==> config.mk <==
export PLATFORM = sky130hd
export DESIGN_NAME = femto16_cpu
export DESIGN_NICKNAME = d
export VERILOG_FILES = /design/src/rtl/femto16_cpu.sv
export SDC_FILE = /design/constraint.sdc
export NUM_CORES = 1
export LEC_CHECK = 0
export CAP_MARGIN = 20
export CELL_PAD_IN_SITES_DETAIL_PLACEMENT = 0
export CELL_PAD_IN_SITES_GLOBAL_PLACEMENT = 1
export CORE_MARGIN = 10
export CORE_UTILIZATION = 45
export DETAILED_ROUTE_END_ITERATION = 10
export GPL_ROUTABILITY_DRIVEN = 1
export PLACE_DENSITY_LB_ADDON = 0.08
export SYNTH_ARGS = -nofsm -noshare
export SYNTH_HDL_FRONTEND = slang
export SYNTH_SLANG_ARGS = --single-unit
==> constraint.sdc <==
create_clock -name clk -period 13.4 [get_ports clk]
set_input_delay 2.68 -clock clk [delete_from_list [all_inputs] [get_ports clk]]
set_output_delay 2.68 -clock clk [all_outputs]
set_load 0.05 [all_outputs]
==> src/rtl/femto16_cpu.sv <==
// femto16 16-bit core: 8 registers (r6 = SP, r7 = IP), C/Z/N flags, single
// word-addressed bus with wait states for 1-cycle registered-read memories.
module femto16_cpu #(
    parameter logic [15:0] RESET_VECTOR = 16'hF000
) (
    input  logic        clk,
    input  logic        reset,
    input  logic        hold,
    output logic        busy,
    output logic [15:0] address,
    input  logic [15:0] data_in,
    output logic [15:0] data_out,
    output logic        write
);

    typedef enum logic [2:0] {
        SELECT,
        FETCH_WAIT,
        DECODE,
        MEM_WAIT,
        COMPUTE
    } state_t;

    state_t      state;
    logic [15:0] regs [8];
    logic        flag_c;
    logic        flag_z;
    logic        flag_n;
    logic [2:0]  dest;

    logic [3:0]  opcode;
    logic [2:0]  ra_sel;
    logic [2:0]  rb_sel;
    logic [3:0]  alu_op;
    logic [3:0]  cond;
    logic [7:0]  imm8;
    logic [15:0] ra_val;
    logic [15:0] rb_val;
    logic [15:0] ip;
    logic [15:0] sp;
    logic [15:0] br_target;

    // The instruction is consumed straight off the bus in DECODE.
    assign opcode    = data_in[15:12];
    assign ra_sel    = data_in[11:9];
    assign rb_sel    = data_in[8:6];
    assign alu_op    = data_in[3:0];
    assign cond      = data_in[11:8];
    assign imm8      = data_in[7:0];
    assign ra_val    = regs[ra_sel];
    assign rb_val    = regs[rb_sel];
    assign ip        = regs[7];
    assign sp        = regs[6];
    assign br_target = ip + {{8{imm8[7]}}, imm8};
    assign busy      = (state != SELECT);

    logic [16:0] wide;
    logic [15:0] alu_res;
    logic        alu_c;
    logic        alu_c_upd;

    always_comb begin
        wide      = '0;
        alu_res   = '0;
        alu_c     = flag_c;
        alu_c_upd = 1'b0;
        case (alu_op)
            4'd0:  alu_res = '0;
            4'd1:  alu_res = rb_val;
            4'd2: begin
                wide      = {1'b0, ra_val} + {1'b0, rb_val};
                alu_res   = wide[15:0];
                alu_c     = wide[16];
                alu_c_upd = 1'b1;
            end
            4'd3: begin
                wide      = {1'b0, ra_val} - {1'b0, rb_val};
                alu_res   = wide[15:0];
                alu_c     = wide[16];
                alu_c_upd = 1'b1;
            end
            4'd4: begin
                wide      = {1'b0, ra_val} + {1'b0, rb_val} + {16'b0, flag_c};
                alu_res   = wide[15:0];
                alu_c     = wide[16];
                alu_c_upd = 1'b1;
            end
            4'd5: begin
                wide      = {1'b0, ra_val} - {1'b0, rb_val} - {16'b0, flag_c};
                alu_res   = wide[15:0];
                alu_c     = wide[16];
                alu_c_upd = 1'b1;
            end
            4'd6:  alu_res = ra_val & rb_val;
            4'd7:  alu_res = ra_val | rb_val;
            4'd8:  alu_res = ra_val ^ rb_val;
            4'd9:  alu_res = ra_val + 16'd1;
            4'd10: alu_res = ra_val - 16'd1;
            4'd11: begin
                alu_res   = {ra_val[14:0], 1'b0};
                alu_c     = ra_val[15];
                alu_c_upd = 1'b1;
            end
            4'd12: begin
                alu_res   = {1'b0, ra_val[15:1]};
                alu_c     = ra_val[0];
                alu_c_upd = 1'b1;
            end
            4'd13: begin
                alu_res   = {ra_val[14:0], flag_c};
                alu_c     = ra_val[15];
                alu_c_upd = 1'b1;
            end
            4'd14: begin
                alu_res   = {flag_c, ra_val[15:1]};
                alu_c     = ra_val[0];
                alu_c_upd = 1'b1;
            end
            default: alu_res = ~ra_val;
        endcase
    end

    logic br_taken;

    always_comb begin
        br_taken = 1'b0;
        case (cond)
            4'd0:    br_taken = 1'b1;
            4'd1:    br_taken = flag_z;
            4'd2:    br_taken = !flag_z;
            4'd3:    br_taken = flag_c;
            4'd4:    br_taken = !flag_c;
            4'd5:    br_taken = flag_n;
            4'd6:    br_taken = !flag_n;
            default: br_taken = 1'b0;
        endcase
    end

    always_ff @(posedge clk) begin
        if (reset) begin
            regs     <= '{'0, '0, '0, '0, '0, '0, '0, RESET_VECTOR};
            flag_c   <= 1'b0;
            flag_z   <= 1'b0;
            flag_n   <= 1'b0;
            address  <= '0;
            data_out <= '0;
            write    <= 1'b0;
            dest     <= '0;
            state    <= SELECT;
        end else begin
            case (state)
                SELECT: begin
                    write <= 1'b0;
                    if (!hold) begin
                        address <= ip;
                        regs[7] <= ip + 16'd1;
                        state   <= FETCH_WAIT;
                    end
                end
                FETCH_WAIT: state <= DECODE;
                DECODE: begin
                    state <= SELECT;
                    dest  <= ra_sel;
                    case (opcode)
                        4'h0: begin
                            regs[ra_sel] <= alu_res;
                            flag_z       <= (alu_res == 16'd0);
                            flag_n       <= alu_res[15];
                            if (alu_c_upd) flag_c <= alu_c;
                        end
                        4'h1: begin
                            regs[ra_sel] <= {8'h00, imm8};
                            flag_z       <= (imm8 == 8'd0);
                            flag_n       <= 1'b0;
                        end
                        4'h2: begin
                            address <= rb_val;
                            state   <= MEM_WAIT;
                        end
                        4'h3: begin
                            address  <= rb_val;
                            data_out <= ra_val;
                            write    <= 1'b1;
                        end
                        4'h4: begin
                            address <= ip;
                            regs[7] <= ip + 16'd1;
                            state   <= MEM_WAIT;
                        end
                        4'h5: begin
                            regs[6]  <= sp - 16'd1;
                            address  <= sp - 16'd1;
                            data_out <= ra_val;
                            write    <= 1'b1;
                        end
                        4'h6: begin
                            address <= sp;
                            regs[6] <= sp + 16'd1;
                            state   <= MEM_WAIT;
                        end
                        4'h8: if (br_taken) regs[7] <= br_target;
                        4'h9: regs[7] <= ra_val;
                        // JMP reuses the load path with IP as the destination.
                        4'hA: begin
                            address <= ip;
                            dest    <= 3'd7;
                            state   <= MEM_WAIT;
                        end
                        default: ;
                    endcase
                end
                MEM_WAIT: state <= COMPUTE;
                COMPUTE: begin
                    regs[dest] <= data_in;
                    state      <= SELECT;
                end
                default: state <= SELECT;
            endcase
        end
    end

endmodule

After elaboration in Yosys (flattened, before gate mapping)
Index checks and enable logic that the tools add are counted.
- multiplexer cells: 35
- add/sub/neg operators: 10
- bitwise gates (word level): 7
- magnitude comparators: 5
- reduce and logical (&&, ||, !) cells: 32
- equal/unequal tests: 40
- operators with widths (cell ; number):
    128-bit bitwise mux ; 3
    16-bit one-hot mux with 15 select lines ; 1
    112-bit one-hot mux with 2 select lines ; 1
    96-bit one-hot mux with 2 select lines ; 1
    16-bit 2-to-1 mux ; 9
    16-bit one-hot mux with 4 select lines ; 2
    16-bit binary-select mux with 3-bit select ; 2
    16-bit demux with 3-bit select ; 2
    16-bit one-hot mux with 5 select lines ; 1
    16-bit by 1-bit adder with 16-bit output (second input constant) ; 3
    16-bit one-hot mux with 3 select lines ; 1
    4-bit by 3-bit == test with 1-bit output (second input constant) ; 10
    4-bit == test (second input constant) ; 10
    16-bit one-hot mux with 2 select lines ; 1
    16-bit by 1-bit subtractor with 16-bit output (second input constant) ; 2
    4-bit by 2-bit == test with 1-bit output (second input constant) ; 6
    16-bit by 16-bit adder with 17-bit output ; 1
    17-bit by 1-bit adder with 17-bit output ; 1
    16-bit by 16-bit subtractor with 17-bit output ; 1
    17-bit by 1-bit subtractor with 17-bit output ; 1
    16-bit adder ; 1
    16-bit AND ; 1
    16-bit zero test ; 1
    16-bit NOT ; 1
    36 further kinds ; 66
- bits in registers: 170
- word-level logic and storage cells: 145
- output and inout bits: 34
- input bits: 19

Depth between registers and ports, before layout
Gate-level depths: netlist (run 1).
- depth in word-level cells: 10
- depth in mapped cells: 23
- depth with buffers taken out: 19

Worst setup path before layout (run 1)
OpenSTA, ideal clock, no wires.
- path kind: input -> register
- from: input port data_in[6]
- to: register regs, in the netlist sp[12]
- required time: 13.269 ns
- setup time: 0.131 ns
- slack: 6.032 ns
- buffers on the path: 3
- cell stages on the path: 18
- data arrival time: 7.238 ns
- cell sequence: buf_4 > buf_4 > buf_4 > mux4_2 > mux2_2 > ha_1 > fa_1 > a21o_1 > a22oi_1 > o2111ai_1 > xor2_1 > nand4_1 > o311ai_1 > or4b_1 > a2bb2oi_4 > a211o_1 > o211ai_2 > a21oi_2
- cells in the longest elaborated chain, start to end: 10
- elaborated cells on any way between the ends: 15
- those cells by class: add/sub: 4; mux: 7; bitwise: 4
- ends and longest elaborated chain (what ; line ; text):
    start, declared ; 11 ; input logic [15:0] data_in,
    3-bit NOT with 4-bit output (not written as such) * ; 51 ; assign rb_val = regs[rb_sel];
    16-bit binary-select mux with 3-bit select * ; 51 ;
    16-bit 2-to-1 mux (not written as such) * (2 in series) ; 51 ;
    16-bit by 16-bit subtractor with 17-bit output / 16-bit by 16-bit adder with 17-bit output (equally long branches) ; - ;
    17-bit by 1-bit subtractor with 17-bit output / 17-bit by 1-bit adder with 17-bit output (equally long branches) ; 89, 83 ;
    16-bit one-hot mux with 15 select lines * ; 67 ; case (alu_op)
    128-bit bitwise mux * ; 166 ; regs[ra_sel] <= alu_res;
    16-bit one-hot mux with 4 select lines * ; 164 ; case (opcode)
    112-bit one-hot mux with 2 select lines * ; 151 ; case (state)
    end signal, assigned ; 141 ; regs <= '{'0, '0, '0, '0, '0, '0, '0, RESET_VECTOR};
    end signal, assigned by index ; 166 ;
    end signal, assigned by index ; 172 ; regs[ra_sel] <= {8'h00, imm8};
    end, declared ; 25 ; logic [15:0] regs [8];
Mark *: on every way between the ends. The rest lies on a longest branch, timed or not. The select of a mux whose other input is x is not followed.
A chain may end at the register's enable or synchronous reset.

Final worst setup path (run 1)
- from: input port data_in[9]
- to: register regs[57] in the netlist's numbering
- cells in the longest elaborated chain, start to end: 10
- elaborated cells on any way between the ends: 25
- those cells by class: add/sub: 6; order compare: 2; mux: 11; bitwise: 5; reduce/logical: 1
- ends and longest elaborated chain (what ; line ; text):
    3-bit NOT with 4-bit output (not written as such) * ; 50 ; assign ra_val = regs[ra_sel];
    16-bit binary-select mux with 3-bit select * ; 50 ;
    16-bit 2-to-1 mux (not written as such) * (2 in series) ; 50 ;
    via ra_val[1] ; 37 ; logic [15:0] ra_val;
    16-bit by 16-bit subtractor with 17-bit output / 16-bit by 16-bit adder with 17-bit output (equally long branches) ; - ;
    17-bit by 1-bit subtractor with 17-bit output / 17-bit by 1-bit adder with 17-bit output (equally long branches) ; 89, 83 ;
    16-bit one-hot mux with 15 select lines * ; 67 ;
    128-bit bitwise mux * ; 166 ;
    96-bit one-hot mux with 2 select lines * ; 164 ;
    112-bit one-hot mux with 2 select lines * ; 151 ;
The timed path passes the listed nets; every way through them passes the cells marked *. The select of a mux whose other input is x is not followed.

==> flow_summary.yaml, run 1 <==
critical_path:
  cp.depth: 16
  rr_worst_depth: 14
  arrival_ns: 9.16
  critical_path_class: "in -> reg"
  crit_family: "compound AO/OA/AOI/OAI gates"
  path_common_cell: "xnor2_1"
  path_max_fanout: 35
  critPathBufInv: 4
  cp-end-kind: "flip-flop"
  crit_chain: "clkdlybuf4s50_1 -> buf_4 -> inv_1 -> a221o_1 -> a22oi_2 -> inv_2 -> fa_1 -> xnor2_1 -> or4_1 -> a2111oi_4 -> nand4_1 -> xnor2_1 -> o221ai_1 -> a2bb2oi_1 -> a22oi_1 -> a211oi_1"
  critical_path_required_ns: 13.81
  critPathMaxStageDelay_ns: 0.98
  crit_path_top_delay_cell: "a2bb2oi_1"
  cp-start-kind: "input port"
floorplan:
  coreArea_um2: 39900
  io_pins: 53
  die-area_um2: 49000
  initial_utilization: 0.457
  die_w_um: 221
  fp.dieH_um: 221
  rows: 73
run_status:
  status: "complete, no violations"
clocking:
  cts_setup_buffers: 0
  clock_path_buffers: 2
  h-tree-depth: 4
  postCtsHoldBufs: 0
  cts_tree: "yes"
  cts-resized-gates: 0
  clkTransAtPathRegs_ns: 0.07
  clk_latency_ns: 0.51
  cts_inserted_buffers: 17
  root_buffer: "clkbuf_16"
  cts.sinks: 170
timing:
  timing.slew.headroom: 0.169
  finalCritPeriodShare: 0.653
  setup_viol: 0
  rsz0062_at_grt: "false"
  hold_ws_ns: 0.489
  hold_violations: 0
  post-route-min-period_ns: 8.75
  finalSetupTns_ns: 0
  slew_violations: 0
  fmax_ghz: 0.114
  fin_skew_ns: 0.0233
  worst_slew_pin_slew_ns: 1.25
synth:
  netlist.area_leader.share: 0.187
  yosysWarnings: 0
  synth.cell_area_um2: 18200
  synth_cell_type_count: 117
  syn_nets: 2516
  synthFlopType: "dfxtp_1"
  synthCells: 2408
  ys_seq_area_frac: 0.187
  synth_common_cells: "nor2_1, clkbuf_1, nand2_1"
  synth_area_per_cell_um2: 7.57
  synth_edf_count: 0
  synth-seq-cells: 170
  synth_most_common_cell: "nor2_1"
  synth_top_area_cell: "dfxtp_1"
  synth_area_leaders: "dfxtp_1, ha_1, nor2_1, mux4_2, a211oi_1"
  async_flop_share: 0
global_routing:
  grt_pass1_wl_mm: 132
  antenna_found_initial: 1
  overflow: 0
  track_usage: 0.351
  grt_max_degree: 80
  grt_pass1_vias: 19200
detailed_routing:
  routed_wirelength_mm: 90.5
  drc_errors: 0
  vias: 20800
  postRouteAntennaNets: 0
  drt_iter0_drc: 3046
  viasPerCell: 7.26
  first_pass_iters: 6
  wl_per_cell_um: 31.5
placed_design:
  hpwl_mm: 64.4
  portBuffers: 52
  post_dp_cell_area_um2: 19100
  gp_congestion: 0.976
worst_hold_path:
  worstHoldPathType: "reg -> reg"
  holdPathStages: 2
finish:
  num-fill-cells: 3959
  regArea_um2: 3400
  finalInstanceArea_um2: 19800
  nNetsFinal: 2438
  antennaDiodeCount: 0
  syn_to_final_growth_pct: 8.70
  drive_above_1_share: 0.117
  multiInputGateArea_um2: 13700
power_and_ir_drop:
  p_leak_nw: 7.03
  ir_drop_mv: 0.0810
  power_density_nw_per_um2: 85.1
flow_run:
  max_cap_violations: 0
worst paths after layout:
check                          start                      end  slack [ns]
min          address[6]$_SDFFE_PP0P_  address[6]$_SDFFE_PP0P_        0.49
max reg2reg       ip[1]$_SDFFE_PP0P_    regs[57]$_SDFFE_PP0P_        7.32
max                       data_in[9]    regs[57]$_SDFFE_PP0P_        4.65
min reg2reg  address[6]$_SDFFE_PP0P_  address[6]$_SDFFE_PP0P_        0.49
metrics by stage:
stage | cells | util | power, mW | setup WS (ns)
floorplan | 2408 | - | 0.898 | 6.03
global placement | 2831 | 0.479 | 1.08 | 4.45
detailed placement | 2832 | 0.479 | 1.09 | 4.34
CTS | 2864 | 0.495 | 1.66 | 4.84
global route | 2868 | 0.496 | 1.73 | 4.50
finish | 2868 | 0.496 | 1.69 | 4.65
where the power goes:
group	internal (mW)	switching, mW
clock	0.322	0.265
sequential	0.516	0.0178
combinational	0.176	0.390
total	1.01	0.673
per-layer routing:
layer	GRT usage	part of all wire	up-vias
li1	-	-	9083
met1	0.441	0.39	10100
met2	0.512	0.42	1398
met3	0.107	0.13	279
met4	0.225	0.068	0
met5	0	0	-
sequential cells by signal, indices dropped and copies added, names as in the netlist:
signal    cells
regs         96
address      16
data_out     16
ip           16
sp           16
dest          3
state         3
flag_c        1
flag_n        1
flag_z        1
write         1
final cells by class:
class	count	share of cell area
tap	525	0.0332
clock inverter	14	0.0105
sequential	170	0.172
clock buffer	18	0.0222
timing repair buffer	136	0.0573
inverter	76	0.0144
multi-input combinational	1929	0.691
kinds of logic (layout without fill, tap and decap cells):
family / Yosys count / in the layout / synth area share
adder cells (fa/ha/maj): 89 / 89 / 0.0627
AO/OA/AOI/OAI: 890 / 890 / 0.356
XOR/XNOR: 78 / 78 / 0.0379
multiplexers: 97 / 97 / 0.0846
flip-flops: 170 / 170 / 0.187
AND/OR/NAND/NOR: 775 / 775 / 0.204
buffers and inverters: 309 / 244 / 0.0689
placed cells by master, fill, tap and decap left out, types with 11 or more instances in the layout:
master,n
nor3_1,58
xnor2_1,53
inv_1,72
nand2_1,178
o22ai_1,29
a221o_1,11
mux2_2,17
a311oi_1,15
and2_1,13
o211ai_1,16
clkdlybuf4s50_1,46
mux2i_1,31
a211o_1,12
a32oi_1,71
a211oi_1,128
clkbuf_16,17
nand3_1,70
dfxtp_1,170
nor3_2,12
nor2b_1,20
or3_1,18
a22oi_1,41
o221ai_1,20
ha_1,85
nand2b_1,22
or2_2,11
buf_4,81
a221oi_1,56
o21ai_0,143
mux4_2,43
nor4_1,15
a21oi_1,154
nor2_1,265
xor2_1,24
and3_1,34
a31oi_1,24
a21o_1,29
worst reg2reg max path: stages (launching register included):
cell       delay, ns
dfxtp_1         0.92
mux4_2          0.39
nand2_1         0.07
nand2_1         0.43
inv_1           0.21
fa_1            0.48
xnor2_1         0.23
or4_1           0.62
a2111oi_4       0.43
nand4_1         0.25
xnor2_1         0.19
o221ai_1        0.30
a2bb2oi_1       0.98
a22oi_1         0.22
a211oi_1        0.27
No activity file was read; power rests on OpenSTA's default activity.
==> run 2, diff against run 1 <==
- CORE_UTILIZATION: 45 -> 43
- clock period: 13.4 -> 7.9 ns (I/O delays scaled with it)
==> flow_summary.yaml, run 2 (same netlist as run 1, synthesis figures left out) <==
run_status:
  status: "complete, no violations"
detailed_routing:
  wl_per_cell_um: 31.7
  routed_wirelength_mm: 92.9
  vias: 20900
  postRouteAntennaNets: 0
  first_pass_iters: 8
  drt_iter0_drc: 3083
  viasPerCell: 7.14
  drc_errors: 0
global_routing:
  grt_pass1_vias: 19100
  grt_pass1_wl_mm: 136
  overflow: 0
  grt_max_degree: 79
  antenna_found_initial: 6
  track_usage: 0.358
timing:
  fmax_ghz: 0.144
  worst_slew_pin_slew_ns: 1.26
  finalSetupTns_ns: 0
  post-route-min-period_ns: 6.95
  fin_skew_ns: 0.0209
  hold_violations: 0
  setup_viol: 0
  slew_violations: 0
  rsz0062_at_grt: "false"
  finalCritPeriodShare: 0.880
  timing.slew.headroom: 0.157
critical_path:
  cp.depth: 18
  path_max_fanout: 12
  crit_family: "compound AO/OA/AOI/OAI gates"
  cp-end-kind: "flip-flop"
  critPathBufInv: 4
  critical_path_required_ns: 8.35
  critPathMaxStageDelay_ns: 0.63
  cp-startpoint: "data_in[9]"
  cp-start-kind: "input port"
  critical_path_class: "in -> reg"
  path_common_cell: "a221oi_1"
  reg2reg_from: "sp[0]$_SDFFE_PP0P_"
  arrival_ns: 7.40
  crit_path_top_delay_cell: "clkdlybuf4s50_1"
  rr_worst_depth: 15
  crit_chain: "clkdlybuf4s50_1 -> buf_4 -> nor2_1 -> a221oi_1 -> o22ai_1 -> inv_1 -> ha_1 -> inv_2 -> a21o_1 -> mux2_1 -> a221oi_1 -> nand3_1 -> nor4_2 -> a31o_1 -> a31oi_1 -> a32oi_4 -> nor3b_2 -> o32a_1"
clocking:
  cts_inserted_buffers: 17
  cts-resized-gates: 0
  postCtsHoldBufs: 0
  root_buffer: "clkbuf_16"
  clock_path_buffers: 2
  cts_setup_buffers: 0
  clkTransAtPathRegs_ns: 0.08
  cts_tree: "yes"
  clk_latency_ns: 0.50
  cts.sinks: 170
  h-tree-depth: 4
floorplan:
  io_pins: 53
  coreArea_um2: 41900
  fp.dieH_um: 226
  die-area_um2: 51000
  die_w_um: 226
  initial_utilization: 0.435
  rows: 75
power_and_ir_drop:
  power_density_nw_per_um2: 139
  ir_drop_mv: 0.136
  power_mw: 2.80
  p_leak_nw: 7.22
finish:
  regArea_um2: 3400
  finalInstanceArea_um2: 20100
  drive_above_1_share: 0.132
  final_common_cell: "nor2_1"
  syn_to_final_growth_pct: 10.3
  multiInputGateArea_um2: 13700
  largest_reg_flops: 96
  final_cell_mix: "nor2_1, nand2_1, dfxtp_1"
  regMostFlops: "regs"
  nNetsFinal: 2482
  num-fill-cells: 4179
placed_design:
  post_dp_cell_area_um2: 19500
  gp_congestion: 1.01
  hpwl_mm: 69.1
  portBuffers: 52
worst_hold_path:
  holdCritStartpoint: "flag_n$_SDFFE_PP0P_"
  worstHoldPathType: "reg -> reg"
  holdPathStages: 2
flow_run:
  max_cap_violations: 0
## run 2: changes by cell type in the layout (fill, tap and decap cells not counted), moves of 2 or more
| cell | before | now |
|---|---|---|
| buf_4 | 81 | 126 |
| buf_8 | 2 | 0 |
| bufinv_16 | 4 | 0 |
| clkinv_2 | 3 | 1 |
| clkinv_4 | 0 | 3 |
| diode_2 | 0 | 2 |
| inv_8 | 2 | 5 |
| nor3_1 | 58 | 60 |
| nor3_2 | 12 | 10 |
## run 2: through the flow
step | hold slack, ns | utilization | instances | setup WS, ns
5_1_grt | 0.524 | 0.479 | 2926 | 0.586
4_1_cts | 0.480 | 0.479 | 2924 | 1.07
2_1_floorplan | 0.445 | - | 2408 | 1.63
3_3_place_gp | 0.460 | 0.464 | 2891 | 0.641
3_5_place_dp | 0.471 | 0.465 | 2892 | 0.573
6_report | 0.480 | 0.479 | 2928 | 0.949
## run 2: final timing paths
check | endpoint | slack [ns]
worst max register to register | ip[15]$_SDFFE_PP1P_ | 2.22
worst min register to register | flag_n$_SDFFE_PP0P_ | 0.48
worst max-delay path | ip[15]$_SDFFE_PP1P_ | 0.95
worst min-delay path | flag_n$_SDFFE_PP0P_ | 0.48
## run 2: cell type report
class | instances | area share
Tap cell | 539 | 0.0335
Antenna cell | 2 | 0.000249
Clock buffer | 17 | 0.0212
Inverter | 76 | 0.0142
Sequential cell | 170 | 0.169
Timing Repair Buffer | 180 | 0.0738
Multi-Input combinational cell | 1929 | 0.680
Clock inverter | 15 | 0.00771
## run 2: metal layers
layer | part of all wire | vias up | track usage | wire, µm
met5 | 0.00082 | - | 0 | 76
met4 | 0.075 | 10 | 0.243 | 7000
met3 | 0.11 | 280 | 0.0930 | 10200
met2 | 0.43 | 1336 | 0.527 | 39500
met1 | 0.39 | 10100 | 0.452 | 36100
li1 | - | 9182 | - | -
## run 2: power breakdown
part	switching (mW)	internal (mW)	leakage, nW	total (mW)
Sequential	0.0348	0.875	1.37	0.910
Combinational	0.673	0.322	5.55	0.995
Clock	0.471	0.422	0.288	0.894
Total	1.18	1.62	7.22	2.80
## run 2: worst min-delay path: stages, from the launching register on
cell and delay (ns):
dfxtp_1 0.32, nand2_1 0.06, a21oi_1 0.05
